File: config.mk
export PLATFORM = sky130hd
export DESIGN_NAME = cg_ptw_sv39_flat
export DESIGN_NICKNAME = d
export VERILOG_FILES = /design/src/rtl/cg_mmu_pkg.sv /design/src/rtl/cg_ptw_sv39_if.sv /design/src/rtl/cg_ptw_pte_check.sv /design/src/rtl/cg_ptw_sv39.sv /design/src/flat_wrapper.sv
export SDC_FILE = /design/constraint.sdc
export NUM_CORES = 1
export LEC_CHECK = 0
export BUFFER_PORTS_ARGS = -buffer_cell sky130_fd_sc_hd__buf_4
export CORE_AREA = 8 8 139 141
export CTS_CLUSTER_DIAMETER = 150
export CTS_CLUSTER_SIZE = 20
export DETAILED_ROUTE_END_ITERATION = 8
export DIE_AREA = 0 0 147 149
export PLACE_DENSITY_LB_ADDON = 0.3
export SLEW_MARGIN = 40
export SYNTH_ARGS = -nofsm -noshare
export SYNTH_HDL_FRONTEND = slang
export SYNTH_HIERARCHICAL = 1
export SYNTH_SLANG_ARGS = --single-unit
File: constraint.sdc
create_clock -name i_clk -period 2.18 [get_ports i_clk]
set_clock_uncertainty 0.05 [all_clocks]
set_input_delay 0.109 -clock i_clk [delete_from_list [all_inputs] [get_ports i_clk]]
set_output_delay 0.109 -clock i_clk [all_outputs]
set_load 0.005 [all_outputs]
File: src/rtl/cg_mmu_pkg.sv
// cg_mmu_pkg
// Shared Sv39 definitions for the page-table walker.
// Contents:
//   - Address and field widths.
//   - The Sv39 PTE layout.
//   - The walker state encoding.
//   - Level constants.
//   - A helper that selects one 9-bit VPN slice from the latched VPN.
package cg_mmu_pkg;

  localparam int VADDR_WIDTH  = 39;
  localparam int PADDR_WIDTH  = 56;
  localparam int PPN_WIDTH    = 44;
  localparam int OFFSET_WIDTH = 12;
  localparam int VPN_WIDTH    = 9;
  localparam int PTE_WIDTH    = 64;
  localparam int LEVELS       = 3;

  typedef logic [1:0] level_t;
  localparam level_t LEVEL_TOP = 2'd2;

  // Sv39 PTE, MSB first: reserved[63:54], ppn[53:10], rsw[9:8], D A G U X W R V
  typedef struct packed {
    logic [9:0]           reserved;
    logic [PPN_WIDTH-1:0] ppn;
    logic [1:0]           rsw;
    logic                 d;
    logic                 a;
    logic                 g;
    logic                 u;
    logic                 x;
    logic                 w;
    logic                 r;
    logic                 v;
  } pte_t;

  typedef enum logic [2:0] {
    ST_IDLE = 3'd0,
    ST_REQ  = 3'd1,
    ST_WAIT = 3'd2,
    ST_DONE = 3'd3,
    ST_COOL = 3'd4
  } ptw_state_t;

  // vpn = {vpn2, vpn1, vpn0}
  function automatic logic [VPN_WIDTH-1:0] vpn_at(input logic [3*VPN_WIDTH-1:0] vpn,
                                                  input level_t level);
    case (level)
      2'd2:    vpn_at = vpn[26:18];
      2'd1:    vpn_at = vpn[17:9];
      default: vpn_at = vpn[8:0];
    endcase
  endfunction

endpackage

File: src/rtl/cg_ptw_sv39_if.sv
// cg_ptw_sv39_if
// Single-outstanding PTE read port between the walker and memory.
// Signals:
//   req_valid / req_ready  request handshake
//   req_addr               PTE physical address
//   resp_valid / resp_data PTE read response; there is no backpressure
// Modports:
//   master  the walker
//   slave   the memory side
interface cg_ptw_sv39_if;
  import cg_mmu_pkg::*;

  logic                   req_valid;
  logic                   req_ready;
  logic [PADDR_WIDTH-1:0] req_addr;
  logic                   resp_valid;
  logic [PTE_WIDTH-1:0]   resp_data;

  modport master (output req_valid, req_addr,
                  input  req_ready, resp_valid, resp_data);
  modport slave  (input  req_valid, req_addr,
                  output req_ready, resp_valid, resp_data);
endinterface

File: src/rtl/cg_ptw_pte_check.sv
// cg_ptw_pte_check
// Combinational decode of one Sv39 PTE at a given walk level.
// Macro: when CG_PTW_AD_CHECK_EN is defined, a leaf with A=0, or with W=1 and D=0, faults.
//        When it is undefined, the A and D bits are ignored.
// Inputs:
//   i_pte      PTE under decode
//   i_level    current walk level (2..0)
//   i_vpn_lo   {vpn1, vpn0} of the missing VA
// Outputs:
//   o_leaf      valid leaf
//   o_next      descend one level
//   o_fault     page fault
//   o_leaf_ppn  leaf PPN, with superpage bits filled in from the VA
module cg_ptw_pte_check
  import cg_mmu_pkg::*;
(
  input  pte_t                 i_pte,
  input  level_t               i_level,
  input  logic [17:0]          i_vpn_lo,
  output logic                 o_leaf,
  output logic                 o_next,
  output logic                 o_fault,
  output logic [PPN_WIDTH-1:0] o_leaf_ppn
);

  logic misaligned;
  logic unused_pte_bits;

  assign unused_pte_bits = ^{i_pte.reserved, i_pte.rsw, i_pte.g, i_pte.u, i_pte.a, i_pte.d};

  // A superpage leaf must have zero in the PPN bits the VA supplies.
  always_comb begin
    case (i_level)
      2'd2:    misaligned = |i_pte.ppn[17:0];
      2'd1:    misaligned = |i_pte.ppn[8:0];
      default: misaligned = 1'b0;
    endcase
  end

  always_comb begin
    o_leaf  = 1'b0;
    o_next  = 1'b0;
    o_fault = 1'b0;
    if (!i_pte.v || (!i_pte.r && i_pte.w)) begin
      o_fault = 1'b1;
    end else if (i_pte.r || i_pte.x) begin
      if (misaligned) begin
        o_fault = 1'b1;
`ifdef CG_PTW_AD_CHECK_EN
      end else if (!i_pte.a || (i_pte.w && !i_pte.d)) begin
        o_fault = 1'b1;
`endif
      end else begin
        o_leaf = 1'b1;
      end
    end else if (i_level == 2'd0) begin
      o_fault = 1'b1;
    end else begin
      o_next = 1'b1;
    end
  end

  always_comb begin
    case (i_level)
      2'd2:    o_leaf_ppn = {i_pte.ppn[43:18], i_vpn_lo};
      2'd1:    o_leaf_ppn = {i_pte.ppn[43:9], i_vpn_lo[8:0]};
      default: o_leaf_ppn = i_pte.ppn;
    endcase
  end

endmodule

File: src/rtl/cg_ptw_sv39.sv
// cg_ptw_sv39
// Sv39 hardware page-table walker servicing TLB misses.
// Macro: CG_PTW_AD_CHECK_EN (see cg_ptw_pte_check) enables A/D checking on leaves.
//
// Ports:
//   i_clk, i_rst      clock; synchronous active-high reset
//   i_satp_ppn        root page-table PPN
//   i_tlb_miss        miss request; sampled only in IDLE
//   i_tlb_miss_vaddr  missing VA
//   o_ptw_valid       one-cycle fill pulse
//   o_ptw_paddr       {leaf PPN, 12'b0}; held until the next fill
//   o_ptw_fault       one-cycle page-fault pulse
//   o_busy            walk in progress
//   mem               PTE read port (master)
//
// state | meaning
// ------+-----------------------------------------------------
// IDLE  | waiting for a miss
// REQ   | PTE read request presented, waiting for ready
// WAIT  | request accepted, waiting for the PTE response
// DONE  | one-cycle fill or fault pulse
// COOL  | one cycle ignoring the stale miss after a completed walk
module cg_ptw_sv39
  import cg_mmu_pkg::*;
(
  input  logic                   i_clk,
  input  logic                   i_rst,
  input  logic [PPN_WIDTH-1:0]   i_satp_ppn,
  input  logic                   i_tlb_miss,
  input  logic [VADDR_WIDTH-1:0] i_tlb_miss_vaddr,
  output logic                   o_ptw_valid,
  output logic [PADDR_WIDTH-1:0] o_ptw_paddr,
  output logic                   o_ptw_fault,
  output logic                   o_busy,
  cg_ptw_sv39_if.master          mem
);

  ptw_state_t           state;
  level_t               level;
  logic [PPN_WIDTH-1:0] a_ppn;
  logic [26:0]          vpn_q;
  logic                 req_valid_q;
  pte_t                 pte;
  logic                 pte_leaf;
  logic                 pte_next;
  logic                 pte_fault;
  logic [PPN_WIDTH-1:0] leaf_ppn;
  logic                 unused_vaddr_off;

  assign unused_vaddr_off = ^i_tlb_miss_vaddr[OFFSET_WIDTH-1:0];

  assign pte = pte_t'(mem.resp_data);

  // The address is built only from registers, so it stays stable while REQ waits for ready.
  assign mem.req_valid = req_valid_q;
  assign mem.req_addr  = {a_ppn, vpn_at(vpn_q, level), 3'b000};

  cg_ptw_pte_check u_pte_check (
    .i_pte      (pte),
    .i_level    (level),
    .i_vpn_lo   (vpn_q[17:0]),
    .o_leaf     (pte_leaf),
    .o_next     (pte_next),
    .o_fault    (pte_fault),
    .o_leaf_ppn (leaf_ppn)
  );

  always_ff @(posedge i_clk) begin
    if (i_rst) begin
      state       <= ST_IDLE;
      level       <= LEVEL_TOP;
      a_ppn       <= '0;
      vpn_q       <= '0;
      req_valid_q <= 1'b0;
      o_ptw_valid <= 1'b0;
      o_ptw_fault <= 1'b0;
      o_ptw_paddr <= '0;
      o_busy      <= 1'b0;
    end else begin
      o_ptw_valid <= 1'b0;
      o_ptw_fault <= 1'b0;
      case (state)
        ST_IDLE: begin
          if (i_tlb_miss) begin
            vpn_q       <= i_tlb_miss_vaddr[VADDR_WIDTH-1:OFFSET_WIDTH];
            level       <= LEVEL_TOP;
            a_ppn       <= i_satp_ppn;
            req_valid_q <= 1'b1;
            o_busy      <= 1'b1;
            state       <= ST_REQ;
          end
        end
        ST_REQ: begin
          if (mem.req_ready) begin
            req_valid_q <= 1'b0;
            state       <= ST_WAIT;
          end
        end
        ST_WAIT: begin
          if (mem.resp_valid) begin
            if (pte_fault) begin
              o_ptw_fault <= 1'b1;
              state       <= ST_DONE;
            end else if (pte_leaf) begin
              o_ptw_valid <= 1'b1;
              o_ptw_paddr <= {leaf_ppn, {OFFSET_WIDTH{1'b0}}};
              state       <= ST_DONE;
            end else if (pte_next) begin
              a_ppn       <= pte.ppn;
              level       <= level - 2'd1;
              req_valid_q <= 1'b1;
              state       <= ST_REQ;
            end
          end
        end
        ST_DONE: begin
          state <= ST_COOL;
        end
        ST_COOL: begin
          o_busy <= 1'b0;
          state  <= ST_IDLE;
        end
        default: begin
          req_valid_q <= 1'b0;
          o_busy      <= 1'b0;
          state       <= ST_IDLE;
        end
      endcase
    end
  end

endmodule

File: src/flat_wrapper.sv
// flat-port wrapper written by rule: the top's interface ports become plain ports
module cg_ptw_sv39_flat import cg_mmu_pkg::*;
  (i_clk, i_rst, i_satp_ppn, i_tlb_miss, i_tlb_miss_vaddr, o_ptw_valid, o_ptw_paddr, o_ptw_fault, o_busy, mem_req_valid, mem_req_addr, mem_req_ready, mem_resp_valid, mem_resp_data);
  cg_ptw_sv39_if mem_i ();
  input  logic i_clk;
  input  logic i_rst;
  input  logic [PPN_WIDTH-1:0] i_satp_ppn;
  input  logic i_tlb_miss;
  input  logic [VADDR_WIDTH-1:0] i_tlb_miss_vaddr;
  output logic o_ptw_valid;
  output logic [PADDR_WIDTH-1:0] o_ptw_paddr;
  output logic o_ptw_fault;
  output logic o_busy;
  output wire logic [$bits(mem_i.req_valid)-1:0] mem_req_valid;
  output wire logic [$bits(mem_i.req_addr)-1:0] mem_req_addr;
  input wire logic [$bits(mem_i.req_ready)-1:0] mem_req_ready;
  input wire logic [$bits(mem_i.resp_valid)-1:0] mem_resp_valid;
  input wire logic [$bits(mem_i.resp_data)-1:0] mem_resp_data;
  assign mem_req_valid = mem_i.req_valid;
  assign mem_req_addr = mem_i.req_addr;
  assign mem_i.req_ready = mem_req_ready;
  assign mem_i.resp_valid = mem_resp_valid;
  assign mem_i.resp_data = mem_resp_data;
  cg_ptw_sv39 u_core (.i_clk(i_clk), .i_rst(i_rst), .i_satp_ppn(i_satp_ppn), .i_tlb_miss(i_tlb_miss), .i_tlb_miss_vaddr(i_tlb_miss_vaddr), .o_ptw_valid(o_ptw_valid), .o_ptw_paddr(o_ptw_paddr), .o_ptw_fault(o_ptw_fault), .o_busy(o_busy), .mem(mem_i));
endmodule
==> flow_metrics.py <==
metrics = {
    "timing": {
        "period_minus_slack_ns": 2.25,
        "grt_setup_unrepaired": "true",
        "period_share_pct": 103,
        "maxSlewHeadroom_pct": 63.6,
        "worst_slack_ns": -0.0692,
        "fmax_ghz": 0.445,
        "slew_violations": 0,
        "worst_pin_slew_ns": 0.544,
        "setup-tns-final_ns": -0.0795,
        "finalSetupViolCount": 2,
        "hold_viol": 0,
    },
    "finish": {
        "fill_cells": 1541,
        "drive_gt1_share_pct": 38.3,
        "finalNonFillerCells": 1194,
        "post-route-util_pct": 54.2,
        "final_nets": 1113,
        "antenna_cells": 0,
        "area_growth_pct": 57.8,
    },
    "logic_synthesis": {
        "yosys_warnings": 6,
        "async_reset_ff_share_pct": 0,
        "synthCells": 695,
        "ys_types": 47,
        "synth.yosys.seq_area_share_pct": 42.3,
        "ys.flop_type": "dfxtp_1",
        "ys_seq_elements": 124,
        "syn_avg_cell_area_um2": 8.43,
        "synth_edf_count": 0,
        "netlist_area_mm2": 0.00586,
    },
    "route": {
        "drt-initial-drc-count": 241,
        "via_per_inst": 4.77,
        "routedWlPerCell_um": 17.2,
        "first_pass_iters": 5,
        "drtAntennaViolNets": 0,
        "drc_errors": 0,
        "num_vias": 5699,
        "drt_wl_total_um": 20600,
    },
    "floorplan": {
        "initial_utilization_pct": 34.4,
        "dieHeight_um": 149,
        "die_area_mm2": 0.0219,
        "core_mm2": 0.0171,
        "num_rows": 48,
        "io_pins": 268,
        "die_x_um": 147,
    },
    "worst_hold_path": {
        "hp-class": "in2reg",
        "worstHoldStart": "i_satp_ppn[13]",
    },
    "place": {
        "hpwl_um": 14200,
        "port_buffers": 224,
        "numPlacedInstances": 1095,
        "gp_congestion": 0.777,
    },
    "clock_network": {
        "root_buffer": "clkbuf_16",
        "clk_pin_slew_ns": 0.06,
        "clockBufferDepth": 2,
        "worstSkewPairLatency_ns": 0.41,
        "h-tree-depth": 4,
        "cts.sinks": 124,
        "cts_inserted_buffers": 17,
        "cts_tree": "built",
    },
    "global_route": {
        "grt_pass1_wl_um": 31800,
        "antenna_found_initial": 0,
        "grt_overflow": 0,
        "grt_max_degree": 63,
        "grt_usage_pct": 18.2,
        "grt_pass1_vias": 5927,
    },
    "power_and_ir_drop": {
        "p_total_mw": 7.70,
        "p_per_area_mw_per_mm2": 833,
        "irDropWorstVdd_v": 0.000534,
        "leakage_nw": 3.83,
    },
    "setup_path": {
        "critPathRequiredTime_ns": 2.46,
        "path_delay_family": "simple AND/OR/NAND/NOR gates",
        "worstReg2RegStart": "u_core/level[0]",
        "worst-path-buf-inv": 3,
        "cp-startpoint": "u_core/level[0]",
        "slowest_stage": "dfxtp_4",
        "cp_data_arrival_time_ns": 2.53,
        "worstPathCellList": "inv_4 -> ha_4 -> nand2_4 -> a31oi_4 -> o31a_1 -> buf_4 -> and4b_2 -> buf_12 -> nand2_1 -> a21oi_2",
        "worst_setup_path_end_kind": "flip-flop",
        "critPathLaunchType": "flip-flop",
        "crit_path_max_incr_delay_ns": 0.37,
        "crit_fanout": 26,
        "crit_type": "reg2reg",
    },
    "status": {
        "status": "complete, but fails checks",
        "violations": "setup timing",
    },
    "run": {
        "drv_cap": 0,
    },
}
[path summary, 6_finish.rpt]
check | end | cells past startpoint | slack (ns)
setup reg to reg | u_core/o_ptw_paddr[38] | 10 | -0.07
hold reg to reg | u_core/o_ptw_paddr[46] | 2 | 0.40
setup / recovery | u_core/o_ptw_paddr[38] | 10 | -0.07
hold / removal | u_core/a_ppn[13] | 3 | 0.02
[power breakdown]
group          switching [mW]  total (mW)  internal, mW
combinational           0.928        1.91         0.982
sequential              0.129        2.60          2.47
clock                    1.04        3.19          2.15
total                    2.10        7.70          5.60
[Yosys cell counts (2+ instances only)]
| library cell | n | share of area, % |
|---|---|---|
| a211oi_1 | 15 | 1.9 |
| a211oi_2 | 30 | 6.4 |
| a21oi_1 | 74 | 6.3 |
| a22o_1 | 8 | 1.2 |
| a22oi_1 | 10 | 1.3 |
| a31oi_1 | 2 | 0.21 |
| and3_1 | 2 | 0.21 |
| and4b_1 | 2 | 0.34 |
| buf_1 | 2 | 0.13 |
| buf_2 | 17 | 1.5 |
| buf_4 | 47 | 6.0 |
| buf_6 | 4 | 0.77 |
| clkbuf_1 | 23 | 1.5 |
| dfxtp_1 | 124 | 42 |
| ha_1 | 5 | 1.1 |
| inv_1 | 15 | 0.96 |
| mux2i_1 | 44 | 7.5 |
| nand2_1 | 163 | 10 |
| nand2b_1 | 3 | 0.32 |
| nand3_1 | 2 | 0.17 |
| nor2_1 | 50 | 3.2 |
| nor2b_1 | 4 | 0.43 |
| nor3_1 | 3 | 0.26 |
| nor3b_1 | 2 | 0.26 |
| nor4_2 | 2 | 0.43 |
| o21ai_0 | 20 | 1.7 |
| o21bai_1 | 2 | 0.26 |
[cell usage in the layout, fill, tap and decap left out, drive strengths merged, types with 21 or more instances in the layout]
master	n
buf	260
nand2	163
dfxtp	124
a21oi	74
dlygate4sd3	61
nor2	50
a211oi	45
mux2i	44
clkbuf	24
o21ai	21
[flip-flops by register name (all words and copies together), names as in the netlist]
name,cells
u_core/a_ppn,44
u_core/o_ptw_paddr,44
u_core/vpn_q,27
u_core/state,3
u_core/level,2
u_core/mem.req_valid,1
u_core/o_busy,1
u_core/o_ptw_fault,1
u_core/o_ptw_valid,1
[what timing repair did]
action / in CTS / in global routing
hold buffers: 61 / 0
hold endpoints to repair: 61 / 0
gates resized for setup: 17 / 32
buffers inserted: 2 / 0
endpoints found under the setup margin: 94 / 95
pin swaps: 2 / 4
gates cloned: 2 / 2
[through the flow]
step | area [um2] | hold WS, ns | setup WS, ns
3_5_place_dp | 7630 | 0.316 | -0.234
3_3_place_gp | 7630 | 0.311 | -0.194
6_report | 9250 | 0.0245 | -0.0692
2_1_floorplan | 5950 | 0.195 | 0.0112
5_1_grt | 9250 | 0.0178 | -0.119
4_1_cts | 9060 | 0.00149 | -0.00230
[area by class of cell]
cell class / instances / area, um2 / area share, %
clock buffers: 22 / 484 / 5.23
clock inverters: 10 / 185 / 2.00
inverters: 15 / 58.8 / 0.636
multi-input cells: 475 / 2990 / 32.4
flip-flops and latches: 124 / 2490 / 26.9
well taps: 225 / 282 / 3.04
repair buffers: 323 / 2760 / 29.8
[worst register-to-register path, cell delays in order (launching register included)]
cell,delay [ns]
dfxtp_4,0.37
inv_4,0.05
ha_4,0.25
nand2_4,0.09
a31oi_4,0.05
o31a_1,0.33
buf_4,0.15
and4b_2,0.36
buf_12,0.20
nand2_1,0.12
a21oi_2,0.16
[kinds of logic (layout without fill, tap and decap cells)]
| group | after synthesis | after routing | synth area share [%] |
|---|---|---|---|
| AO/OA/AOI/OAI | 171 | 171 | 20.7 |
| adder cells (fa/ha/maj) | 5 | 5 | 1.07 |
| buffers and inverters | 110 | 370 | 11.0 |
| flip-flops | 124 | 124 | 42.3 |
| multiplexers | 44 | 44 | 7.51 |
| other | 1 | 15 | 0.0640 |
| AND/OR/NAND/NOR | 240 | 240 | 17.2 |
[layer usage]
| metal | GRT usage (%) | vias up | wire length [um] |
|---|---|---|---|
| li1 | - | 2836 | - |
| met1 | 20.6 | 2653 | 8360 |
| met2 | 31.4 | 189 | 10400 |
| met3 | 6.64 | 21 | 1590 |
| met4 | 5.66 | 0 | 275 |
| met5 | 0 | - | 0 |
(Power assumes the default switching activity.)
